`config.mk`:
```
export PLATFORM = sky130hd
export DESIGN_NAME = conv_mac_unit
export DESIGN_NICKNAME = d
export VERILOG_FILES = /design/src/rtl/conv_mac_unit.sv
export SDC_FILE = /design/constraint.sdc
export NUM_CORES = 1
export LEC_CHECK = 0
export BUFFER_PORTS_ARGS = -buffer_cell sky130_fd_sc_hd__buf_2
export CAP_MARGIN = 20
export CORE_ASPECT_RATIO = 0.7
export CORE_MARGIN = 3
export CORE_UTILIZATION = 55
export CTS_CLUSTER_DIAMETER = 120
export DETAILED_ROUTE_END_ITERATION = 12
export GPL_TIMING_DRIVEN = 0
export HOLD_SLACK_MARGIN = 0.03
export PLACE_DENSITY_LB_ADDON = 0.3
export SLEW_MARGIN = 10
export SYNTH_ARGS = -nofsm -noshare
export SYNTH_HDL_FRONTEND = slang
export SYNTH_SLANG_ARGS = --single-unit
```
`constraint.sdc`:
```
create_clock -name clk -period 7.13 [get_ports clk]
set_clock_uncertainty 0.1 [all_clocks]
set_input_delay 1.426 -clock clk [delete_from_list [all_inputs] [get_ports clk]]
set_output_delay 1.426 -clock clk [all_outputs]
set_load 0.01 [all_outputs]
```
`src/rtl/conv_mac_unit.sv`:
```
// conv_mac_unit: single-filter convolution MAC.
// Requests one filter (TAPS weights plus one bias) from the parameter ROM,
// latches it, then turns each window of TAPS streamed pixels into one
// saturated BIT_WIDTH result. The filter is kept for every following window
// until clear is asserted.
// Optional build macro CONV_MAC_RELU_EN: clamps negative results to zero
// after saturation. Timing is the same with or without it.
module conv_mac_unit #(
  parameter int TAPS      = 9,
  parameter int BIT_WIDTH = 8,
  parameter int ACC_WIDTH = 20,
  parameter int FRAC_BITS = 0
) (
  input  logic                          clk,
  input  logic                          rst_n,
  input  logic                          start,
  input  logic                          clear,
  output logic                          wb_read,
  input  logic [BIT_WIDTH*(TAPS+1)-1:0] wb_bus,
  input  logic                          pix_valid,
  input  logic [BIT_WIDTH-1:0]          pix_data,
  output logic                          pix_ready,
  output logic                          out_valid,
  output logic [BIT_WIDTH-1:0]          out_data,
  input  logic                          out_ready,
  output logic                          busy
);

  localparam int CNT_W = (TAPS > 1) ? $clog2(TAPS) : 1;
  localparam int PROD_W = 2 * BIT_WIDTH;
  localparam logic signed [ACC_WIDTH:0] SAT_MAX = (ACC_WIDTH+1)'((2 ** (BIT_WIDTH-1)) - 1);
  localparam logic signed [ACC_WIDTH:0] SAT_MIN = (ACC_WIDTH+1)'(-(2 ** (BIT_WIDTH-1)));

  typedef enum logic [2:0] {
    S_IDLE,
    S_REQ,
    S_LATCH,
    S_ACCUM,
    S_BIAS,
    S_OUT
  } state_t;

  state_t state, state_nxt;

  logic signed [BIT_WIDTH-1:0] w [TAPS];
  logic signed [BIT_WIDTH-1:0] bias;
  logic                        w_valid;
  logic        [CNT_W-1:0]     tap_cnt;
  logic signed [ACC_WIDTH-1:0] acc_p0;

  logic                        accept;
  logic                        last_tap;
  logic                        out_fire;
  logic signed [BIT_WIDTH-1:0] pix_s;
  logic signed [BIT_WIDTH-1:0] w_sel;
  logic signed [PROD_W-1:0]    prod;
  logic signed [ACC_WIDTH-1:0] prod_ext;
  logic signed [ACC_WIDTH:0]   acc_ext;
  logic signed [ACC_WIDTH:0]   bias_ext;
  logic signed [ACC_WIDTH:0]   sum;
  logic signed [ACC_WIDTH:0]   shifted;
  logic        [BIT_WIDTH-1:0] sat_val;
  logic        [BIT_WIDTH-1:0] res_p1;

  // Clamp the wide signed sum into the signed BIT_WIDTH output range.
  function automatic logic [BIT_WIDTH-1:0] saturate(input logic signed [ACC_WIDTH:0] v);
    logic [BIT_WIDTH-1:0] r;
    if (v > SAT_MAX)      r = SAT_MAX[BIT_WIDTH-1:0];
    else if (v < SAT_MIN) r = SAT_MIN[BIT_WIDTH-1:0];
    else                  r = v[BIT_WIDTH-1:0];
    return r;
  endfunction

`ifdef CONV_MAC_RELU_EN
  // Negative saturated results become zero.
  function automatic logic [BIT_WIDTH-1:0] relu(input logic [BIT_WIDTH-1:0] v);
    return v[BIT_WIDTH-1] ? '0 : v;
  endfunction
`endif

  assign pix_ready = (state == S_ACCUM) && w_valid;
  assign busy      = (state != S_IDLE);
  assign accept    = pix_valid && pix_ready;
  assign last_tap  = (tap_cnt == CNT_W'(TAPS - 1));
  assign out_fire  = (state == S_OUT) && out_valid && out_ready;

  // Stage p0: weight x pixel product, sign-extended into the accumulator width.
  assign pix_s    = pix_data;
  assign w_sel    = w[tap_cnt];
  assign prod     = w_sel * pix_s;
  assign prod_ext = {{(ACC_WIDTH-PROD_W){prod[PROD_W-1]}}, prod};

  // Stage p1: add the pre-shifted bias, rescale, saturate (and optionally ReLU).
  assign acc_ext  = {acc_p0[ACC_WIDTH-1], acc_p0};
  assign bias_ext = {{(ACC_WIDTH+1-BIT_WIDTH){bias[BIT_WIDTH-1]}}, bias} <<< FRAC_BITS;
  assign sum      = acc_ext + bias_ext;
  assign shifted  = sum >>> FRAC_BITS;
  assign sat_val  = saturate(shifted);
`ifdef CONV_MAC_RELU_EN
  assign res_p1   = relu(sat_val);
`else
  assign res_p1   = sat_val;
`endif

  // Next-state decode; clear overrides every other event.
  always_comb begin
    state_nxt = state;
    case (state)
      S_IDLE:  if (start) state_nxt = S_REQ;
      S_REQ:   state_nxt = S_LATCH;
      S_LATCH: state_nxt = S_ACCUM;
      S_ACCUM: if (accept && last_tap) state_nxt = S_BIAS;
      S_BIAS:  state_nxt = S_OUT;
      S_OUT:   if (out_fire) state_nxt = S_ACCUM;
      default: state_nxt = S_IDLE;
    endcase
    if (clear) state_nxt = S_IDLE;
  end

  // State register.
  always_ff @(posedge clk or negedge rst_n) begin
    if (!rst_n) state <= S_IDLE;
    else        state <= state_nxt;
  end

  // Control: ROM strobe, tap counter, filter-valid flag and output valid.
  always_ff @(posedge clk or negedge rst_n) begin
    if (!rst_n) begin
      wb_read   <= 1'b0;
      out_valid <= 1'b0;
      tap_cnt   <= '0;
      w_valid   <= 1'b0;
    end else if (clear) begin
      wb_read   <= 1'b0;
      out_valid <= 1'b0;
      tap_cnt   <= '0;
      w_valid   <= 1'b0;
    end else begin
      wb_read <= (state == S_IDLE) && start;
      case (state)
        S_LATCH: begin
          tap_cnt <= '0;
          w_valid <= 1'b1;
        end
        S_ACCUM: if (accept) tap_cnt <= last_tap ? '0 : tap_cnt + 1'b1;
        S_BIAS:  out_valid <= 1'b1;
        S_OUT: if (out_fire) begin
          out_valid <= 1'b0;
          tap_cnt   <= '0;
        end
        default: ;
      endcase
    end
  end

  // Datapath: filter capture, accumulation and the registered result.
  always_ff @(posedge clk or negedge rst_n) begin
    if (!rst_n) begin
      for (int i = 0; i < TAPS; i++) w[i] <= '0;
      bias     <= '0;
      acc_p0   <= '0;
      out_data <= '0;
    end else if (clear) begin
      acc_p0 <= '0;
    end else begin
      case (state)
        S_LATCH: begin
          for (int i = 0; i < TAPS; i++) w[i] <= wb_bus[BIT_WIDTH*i +: BIT_WIDTH];
          bias   <= wb_bus[BIT_WIDTH*TAPS +: BIT_WIDTH];
          acc_p0 <= '0;
        end
        S_ACCUM: if (accept) acc_p0 <= acc_p0 + prod_ext;
        S_BIAS:  out_data <= res_p1;
        S_OUT:   if (out_fire) acc_p0 <= '0;
        default: ;
      endcase
    end
  end

endmodule

```
-- Word-level counts from Yosys, hierarchy flattened
Index checks and enable logic that the tools add are counted.
- $add $sub $neg: 3
- multiply operators: 1
- order comparisons: 3
- equality and inequality tests: 10
- multiplexer cells: 25
- bitwise operators: 2
- reductions and logical operators: 16
- operators with widths (operator ; number):
    $mux 20 ; 3
    $pmux 20 s3 ; 1
    $bmux 8 s4 ; 1
    $mux 8 ; 4
    $add 20x8->21 ; 1
    $gt 21x8->1 const B ; 1
    $lt 21x8->1 const B ; 1
    $add 20x16->20 ; 1
    $pmux 3 s6 ; 1
    $mul 8x8->16 ; 1
    $mux 4 ; 4
    $mux 3 ; 4
    $pmux 4 s3 ; 1
    $ne 3x3->1 const B ; 3
    $eq 3x2->1 const B ; 2
    $eq 3x3->1 const B ; 2
    $logic_and 1x1->1 ; 6
    $reduce_and 2->1 ; 3
    $reduce_and 3->1 ; 2
    $reduce_bool 3->1 ; 2
    $ge 5x5->1 const B ; 1
    $mux 1 ; 5
    $not 4->5 ; 1
    $add 4x1->4 const B ; 1
    other kinds (8) ; 8
- register bits after elaboration: 118
- input bits: 94
- output and inout bits: 12
- logic and storage cells: 77

-- Logic depth before layout (Yosys ltp)
Gate-level depths: netlist (run 1).
- word-level depth: 9
- depth in mapped cells: 26
- depth with buffers taken out: 24

-- Worst setup path after synthesis (run 1)
No wires, ideal clock.
- kind: register to register
- from: reg tap_cnt[0]
- to: reg acc_p0[16]
- library setup time: 0.121 ns
- data arrival time: 6.209 ns
- data required time: 6.909 ns
- path slack: 0.700 ns
- cell stages (with the launch flop): 23
- buffers on the path: 2
- period minus slack after synthesis: 6.430 ns
- cells stage by stage: dfrtp_1 > buf_2 > buf_2 > nor4b_2 > nand2_1 > o21ai_0 > and2_1 > inv_1 > fa_1 > inv_1 > fa_1 > fa_1 > fa_1 > fa_1 > ha_1 > o21ai_0 > a21oi_1 > o21ai_0 > a21oi_1 > a31oi_1 > nor2b_1 > xnor2_1 > a22o_1
- longest elaborated chain between the ends: 9
- ends and longest elaborated chain (element ; RTL line ; text):
    start: declaration ; 48 ; logic [CNT_W-1:0] tap_cnt;
    start signal: assignment ; 145 ; S_ACCUM: if (accept) tap_cnt <= last_tap ? '0 : tap_cnt + 1'b1;
    $not 4->5 (not written as such) ; 89 ; assign w_sel = w[tap_cnt];
    $bmux 8 s4 ; 89 ;
    $mux 8 (not written as such) (2 in a row) ; 89 ;
    $mul 8x8->16 ; 90 ; assign prod = w_sel * pix_s;
    $add 20x16->20 ; 172 ; S_ACCUM: if (accept) acc_p0 <= acc_p0 + prod_ext;
    $mux 20 ; 172 ;
    $pmux 20 s3 ; 166 ; case (state)
    $mux 20 ; 163 ; end else if (clear) begin
    end signal: assignment ; 172 ;
    end: declaration ; 49 ; logic signed [ACC_WIDTH-1:0] acc_p0;
Every way passes these cells. The select of a mux whose other input is x is not followed.
A chain may end at the register's enable or synchronous reset.

-- Final worst setup path (run 1)
Ends and elaborated chain as after synthesis.

==> metrics.yaml, run 1 <==
design_area_sq_mm: 0.0113
numClockSinks: 118
tightest_slew_ns: 0.984
viasPerCell: 5.68
slew_headroom: 0.337
gp_congestion: 0.877
critPathMaxFanout: 10
vias: 7244
cts_inserted_buffers: 17
synth-compound-area-share: 0.0995
crit_arrival_ns: 7.07
num_antenna_cells: 0
synthAdderAreaFrac: 0.268
timing.max_cap.violations: 0
m1WireLength_mm: 11.1
top_layer: "met5"
dieArea_sq_mm: 0.0195
synthArstFlopShare: 1.00
crit_slowest_cell: "mux4_2"
cts_tree: "yes"
ys.flop_type: "dfrtp_1"
worstPathRequired_ns: 7.33
synth_seq_cells: 118
final_common_cell: "dfrtp_1"
grt_overflow: 0
status: "complete, no violations"
cts-root-buf: "clkbuf_16"
drt_iter0_drc: 628
synth_sequential_area_ratio: 0.300
grt_max_degree: 80
path_cells: "clkbuf_4, clkbuf_4, mux4_2, mux2i_1, o21ai_1, and2_1, fa_1, inv_1, fa_1, inv_1, fa_1, fa_1, fa_1, ha_1, o21ai_0, a21oi_1, o21ai_0, a21oi_1, a31oi_1, nor2b_1, xnor2_1, a22o_1"
htree_levels: 4
slew_violations: 0
ant_nets: 0
ioPinCount: 106
timing.final.ws_setup_ns: 0.256
rows: 40
synth_nets: 1162
start_util: 0.568
ff_latch_area_sq_mm: 0.00295
worstHoldPathType: "reg2reg"
dp.cells: 1246
die_height_um: 118
gr-usage-all-layers: 0.239
fillers: 1369
drc: 0
clock_path_buffers: 2
final_cell_mix: "dfrtp_1 (118), inv_1 (108), buf_2 (108)"
dpl_cell_area_sq_mm: 0.0107
rsz0062_at_grt: "no"
grt_pass1_vias: 7254
grt_pass1_wl_mm: 37.5
place_hpwl_mm: 17.5
yosys.cell_types.count: 66
wirelength_mm: 22.1
min_period_ns: 6.87
setup_violations: 0
critical_path_class: "reg2reg"
synthXorXnorAreaFrac: 0.0258
dieWidth_um: 166
synthToLayoutAreaGrowth_pct: 15.2
multi_input_area_sq_mm: 0.00636
netlist_instances: 911
preCtsSetupSlack_ns: -0.455
synth_area_sq_mm: 0.00983
startpoint_type: "flop"
antenna_found_initial: 1
final.period_utilization: 0.964
drive_above_1_share: 0.255
synth_top_family_by_area: "adder cells"
clkSlewWorstSetupHoldPaths_ns: 0.05
synth_mux_area_frac: 0.139
firstDrtPassIters: 7
core_sq_mm: 0.0173
cp_common_cell: "fa_1"
yosys.area_share.simple: 0.112
cp-end-kind: "flop"
nets: 1285
wl_met3_mm: 1.62
clk_latency_ns: 0.42
cp_slowest_stage_delay_ns: 0.59
clock.fmax_mhz: 145
hold_viol: 0
routed-wl-met2_mm: 9.13
final_cell_count_no_fill: 1276
io_buffers: 103
syn_avg_cell_area_sq_um: 10.8
wire_per_inst_um: 17.3
holdBufCountCts: 0
synth-edff-count: 0
synth_warnings: 0
hold_ws_ns: 0.401
[stage by stage]
step	TNS, ns	util
after floorplan	0	-
after global placement	-2.09	0.614
after detailed placement	-2.79	0.616
after CTS	0	0.653
after global routing	0	0.654
final	0	0.654
[synth_stat cells (3+ instances only)]
library cell,number,area [sq um]
dfrtp_1,118,2950
inv_1,108,405
fa_1,89,1780
mux2_2,82,923
ha_1,68,851
nand2_1,68,255
and2_1,42,263
o21ai_0,35,175
nor2_1,33,124
a21oi_1,26,130
clkbuf_1,21,78.8
xnor2_1,20,175
mux4_2,16,360
a21o_1,15,113
nand3_1,15,75.1
nor3_1,13,65.1
xor2_1,9,78.8
buf_2,8,40.0
mux2i_1,8,80.1
o21ai_1,8,40.0
o31ai_1,8,60.1
a22o_1,6,52.6
nor2b_1,6,37.5
o22ai_1,6,37.5
or3_1,6,37.5
a31oi_1,5,31.3
or2_2,5,31.3
a211oi_1,4,30.0
and3_1,4,25.0
nand4_1,4,25.0
o21bai_1,4,30.0
nand2b_1,3,18.8
nor4_2,3,37.5
o211ai_1,3,22.5
[critical path: cells and delay by family, from the launching register on]
kind            cells  cell delay (ns)
compound gates      7             1.45
xor+xnor            1             0.07
fa+ha+maj           6             2.84
buf+inv             4             0.71
flops               1             0.34
mux                 2             0.76
simple gates        2             0.46
[sequential cells by signal, summed over array words and instances, names as in the netlist]
register	flops
acc_p0	20
bias	8
out_data	8
out_valid	1
state	3
tap_cnt	4
w	72
w_valid	1
wb_read	1
[metal layers]
layer | global-route usage | vias to the layer above
met5 | 0 | -
met4 | 0.0551 | 2
met3 | 0.0645 | 21
met2 | 0.336 | 245
met1 | 0.370 | 3607
li1 | - | 3369
[area by class of cell]
type / count / area share
timing repair buffer: 104 / 0.0485
clock inverter: 8 / 0.0130
buffer: 32 / 0.0128
inverter: 109 / 0.0361
clock buffer: 22 / 0.0419
multi-input combinational: 652 / 0.561
sequential: 118 / 0.261
tap: 231 / 0.0255
[worst paths after layout]
kind / slack (ns) / to / startpoint / cells past startpoint
min: 0.40 / w[15]$_DFFE_PN0P_ / w[15]$_DFFE_PN0P_ / 1
max reg2reg: 0.26 / acc_p0[16]$_DFFE_PN0P_ / tap_cnt[0]$_DFFE_PN0P_ / 22
min reg2reg: 0.40 / w[15]$_DFFE_PN0P_ / w[15]$_DFFE_PN0P_ / 1
min in group asynchronous: 0.81 / wb_read$_DFF_PN0_ / rst_n / 1
max in group asynchronous: 5.41 / w[11]$_DFFE_PN0P_ / rst_n / 2
max: 0.26 / acc_p0[16]$_DFFE_PN0P_ / tap_cnt[0]$_DFFE_PN0P_ / 22
[logic make-up after synthesis]
| group | count (synthesis) |
|---|---|
| mux | 106 |
| xor+xnor | 29 |
| flops | 118 |
| compound gates | 146 |
| simple gates | 214 |
| buf+inv | 141 |
| fa+ha+maj | 157 |
[timing repair]
action,4_1_cts,5_1_grt
gates resized for setup,6,7
setup endpoints to repair,10,8
setup buffers,0,0
Power of run 1 is not shown: default switching activity piles up to over one toggle a cycle in this logic, so the estimate is an artifact.
==> run 2: changes to the inputs <==
- clock period: 7.13 -> 6.7 ns (I/O delays scaled with it)
==> metrics.yaml, run 2 (synthesis gave the netlist of run 1 again) <==
cp_slowest_stage_delay_ns: 0.58  # was 0.59 ns
die_height_um: 118  # unchanged
clock.fmax_mhz: 154  # was 145 MHz
grt_pass1_vias: 7248  # was 7254
synthToLayoutAreaGrowth_pct: 15.7  # was 15.2%
drive_above_1_share: 0.264  # was 0.255
drc: 0  # unchanged
slew_violations: 0  # unchanged
ioPinCount: 106  # unchanged
routed-wl-met2_mm: 9.17  # was 9.13 mm
startpoint: "tap_cnt[0]$_DFFE_PN0P_"  # unchanged
crit_arrival_ns: 6.70  # was 7.07 ns
firstDrtPassIters: 5  # was 7
io_buffers: 103  # unchanged
crit_slowest_cell: "mux4_2"  # unchanged
path_delay_family: "adder cells"  # unchanged
cts_inserted_buffers: 17  # unchanged
reg2reg_from: "tap_cnt[0]$_DFFE_PN0P_"  # unchanged
cp-end-kind: "flop"  # unchanged
rrSetupSlack_ns: 0.20  # was 0.26 ns
grt_overflow: 0  # unchanged
r2r-end: "acc_p0[16]$_DFFE_PN0P_"  # unchanged
largest_reg_flops: 72  # unchanged
worstPathRequired_ns: 6.90  # was 7.33 ns
clk_latency_ns: 0.43  # was 0.42 ns
cts_tree: "yes"  # unchanged
hold_viol: 0  # unchanged
rsz0062_at_grt: "no"  # unchanged
min_period_ns: 6.50  # was 6.87 ns
path_cells: "buf_6, buf_6, mux4_2, mux2i_1, o21ai_2, and2_1, fa_1, inv_1, fa_1, inv_1, fa_1, fa_1, fa_1, ha_1, o21ai_0, a21oi_1, o21ai_1, a21oi_1, a31oi_1, nor2b_1, xnor2_1, a22o_1"  # was clkbuf_4, clkbuf_4, mux4_2, mux2i_1, o21ai_1, and2_1, fa_1, inv_1, fa_1, inv_1, fa_1, fa_1, fa_1, ha_1, o21ai_0, a21oi_1, o21ai_0, a21oi_1, a31oi_1, nor2b_1, xnor2_1, a22o_1
drt_iter0_drc: 563  # was 628
grt_max_degree: 80  # unchanged
preCtsSetupSlack_ns: -0.885  # was -0.455 ns
wire_per_inst_um: 17.3  # about the same
cp_common_cell: "fa_1"  # unchanged
fillers: 1359  # was 1369
dp.cells: 1246  # unchanged
m1WireLength_mm: 11.1  # about the same
critPathCapture: "acc_p0[16]$_DFFE_PN0P_"  # unchanged
antenna_found_initial: 1  # unchanged
dieArea_sq_mm: 0.0195  # unchanged
setup_violations: 0  # unchanged
final_cell_count_no_fill: 1278  # was 1276
tightest_slew_ns: 0.754  # was 0.984 ns
crit_cells: 22  # unchanged
critical_path_class: "reg2reg"  # unchanged
timing.final.ws_setup_ns: 0.202  # was 0.256 ns
ant_nets: 0  # unchanged
wirelength_mm: 22.2  # was 22.1 mm
numClockSinks: 118  # unchanged
gp_congestion: 0.877  # unchanged
final.period_utilization: 0.970  # was 0.964
viasPerCell: 5.65  # was 5.68
nets: 1287  # was 1285
fin_tns_setup_ns: 0  # unchanged
wl_met3_mm: 1.56  # was 1.62 mm
worstHoldPathType: "reg2reg"  # unchanged
crit_buf_inv: 4  # unchanged
critPathMaxFanout: 10  # unchanged
gr-usage-all-layers: 0.239  # about the same
final_cell_mix: "dfrtp_1 (118), buf_2 (108), inv_1 (106)"  # was dfrtp_1 (118), inv_1 (108), buf_2 (108)
rr_worst_depth: 22  # unchanged
vias: 7227  # was 7244
num_antenna_cells: 0  # unchanged
rows: 40  # unchanged
core_sq_mm: 0.0173  # unchanged
place_hpwl_mm: 17.5  # unchanged
cts-root-buf: "clkbuf_16"  # unchanged
status: "complete, no violations"  # unchanged
htree_levels: 4  # unchanged
top_layer: "met5"  # unchanged
clkSlewWorstSetupHoldPaths_ns: 0.06  # was 0.05 ns
start_util: 0.568  # unchanged
clock_path_buffers: 2  # unchanged
slew_headroom: 0.497  # was 0.337
largest-register: "w"  # unchanged
final_common_cell: "dfrtp_1"  # unchanged
largestRegisters: "w x72, acc_p0 x20"  # unchanged
dieWidth_um: 166  # unchanged
startpoint_type: "flop"  # unchanged
grt_pass1_wl_mm: 37.5  # about the same
timing.max_cap.violations: 0  # unchanged
[run 2: changes by cell type in the layout (fill, tap and decap cells not counted)]
| cell | previous run | this run |
|---|---|---|
| o21ai_1 | 5 | 4 |
| o21ai_2 | 4 | 8 |
| buf_6 | 2 | 4 |
| clkbuf_2 | 2 | 1 |
| inv_1 | 108 | 106 |
| o21ai_0 | 34 | 31 |
| mux2i_1 | 8 | 7 |
| clkinvlp_4 | 0 | 1 |
| buf_1 | 2 | 1 |
| inv_2 | 0 | 1 |
| buf_4 | 0 | 2 |
| mux2i_2 | 0 | 1 |
[run 2: metal layers]
metal | global-route usage | up-vias
met4 | 0.0551 | 2
met2 | 0.337 | 239
li1 | - | 3378
met3 | 0.0645 | 23
met1 | 0.370 | 3585
met5 | 0 | -
[run 2: timing repair]
item / CTS / global route
hold endpoints to repair: 0 / 0
resized for setup: 14 / 15
buffers inserted: 0 / 2
endpoints found under the setup margin: 11 / 8
hold buffers: 0 / 0
pin swaps: 0 / 2
[run 2: area by class of cell]
type / instances / area (sq um) / area share
plain buffers: 32 / 159 / 0.0140
clock buffers: 22 / 474 / 0.0417
clock inverters: 8 / 148 / 0.0130
inverters: 109 / 413 / 0.0363
multi-input cells: 652 / 6380 / 0.560
flip-flops and latches: 118 / 2950 / 0.260
well taps: 231 / 289 / 0.0254
repair buffers: 106 / 564 / 0.0496
[run 2: worst min path at each step]
stage / start / endpoint / slack, ns / depth (start not counted)
final: w[8]$_DFFE_PN0P_ / w[8]$_DFFE_PN0P_ / 0.40 / 1
after global routing: w[41]$_DFFE_PN0P_ / w[41]$_DFFE_PN0P_ / 0.41 / 1
after CTS: w[47]$_DFFE_PN0P_ / w[47]$_DFFE_PN0P_ / 0.40 / 1
after detailed placement: w[42]$_DFFE_PN0P_ / w[42]$_DFFE_PN0P_ / 0.39 / 1
after global placement: w[42]$_DFFE_PN0P_ / w[42]$_DFFE_PN0P_ / 0.39 / 1
after floorplan: w_valid$_DFFE_PN0P_ / w_valid$_DFFE_PN0P_ / 0.37 / 1
[run 2: through the flow]
stage               hold slack, ns   util  instance area, sq um
detailed placement           0.391  0.616                 10700
global placement             0.386  0.614                 10600
CTS                          0.403  0.654                 11300
global route                 0.411  0.657                 11400
finish                       0.401  0.657                 11400
floorplan                    0.368      -                  9830
Power of run 2 is left out for the same reason.
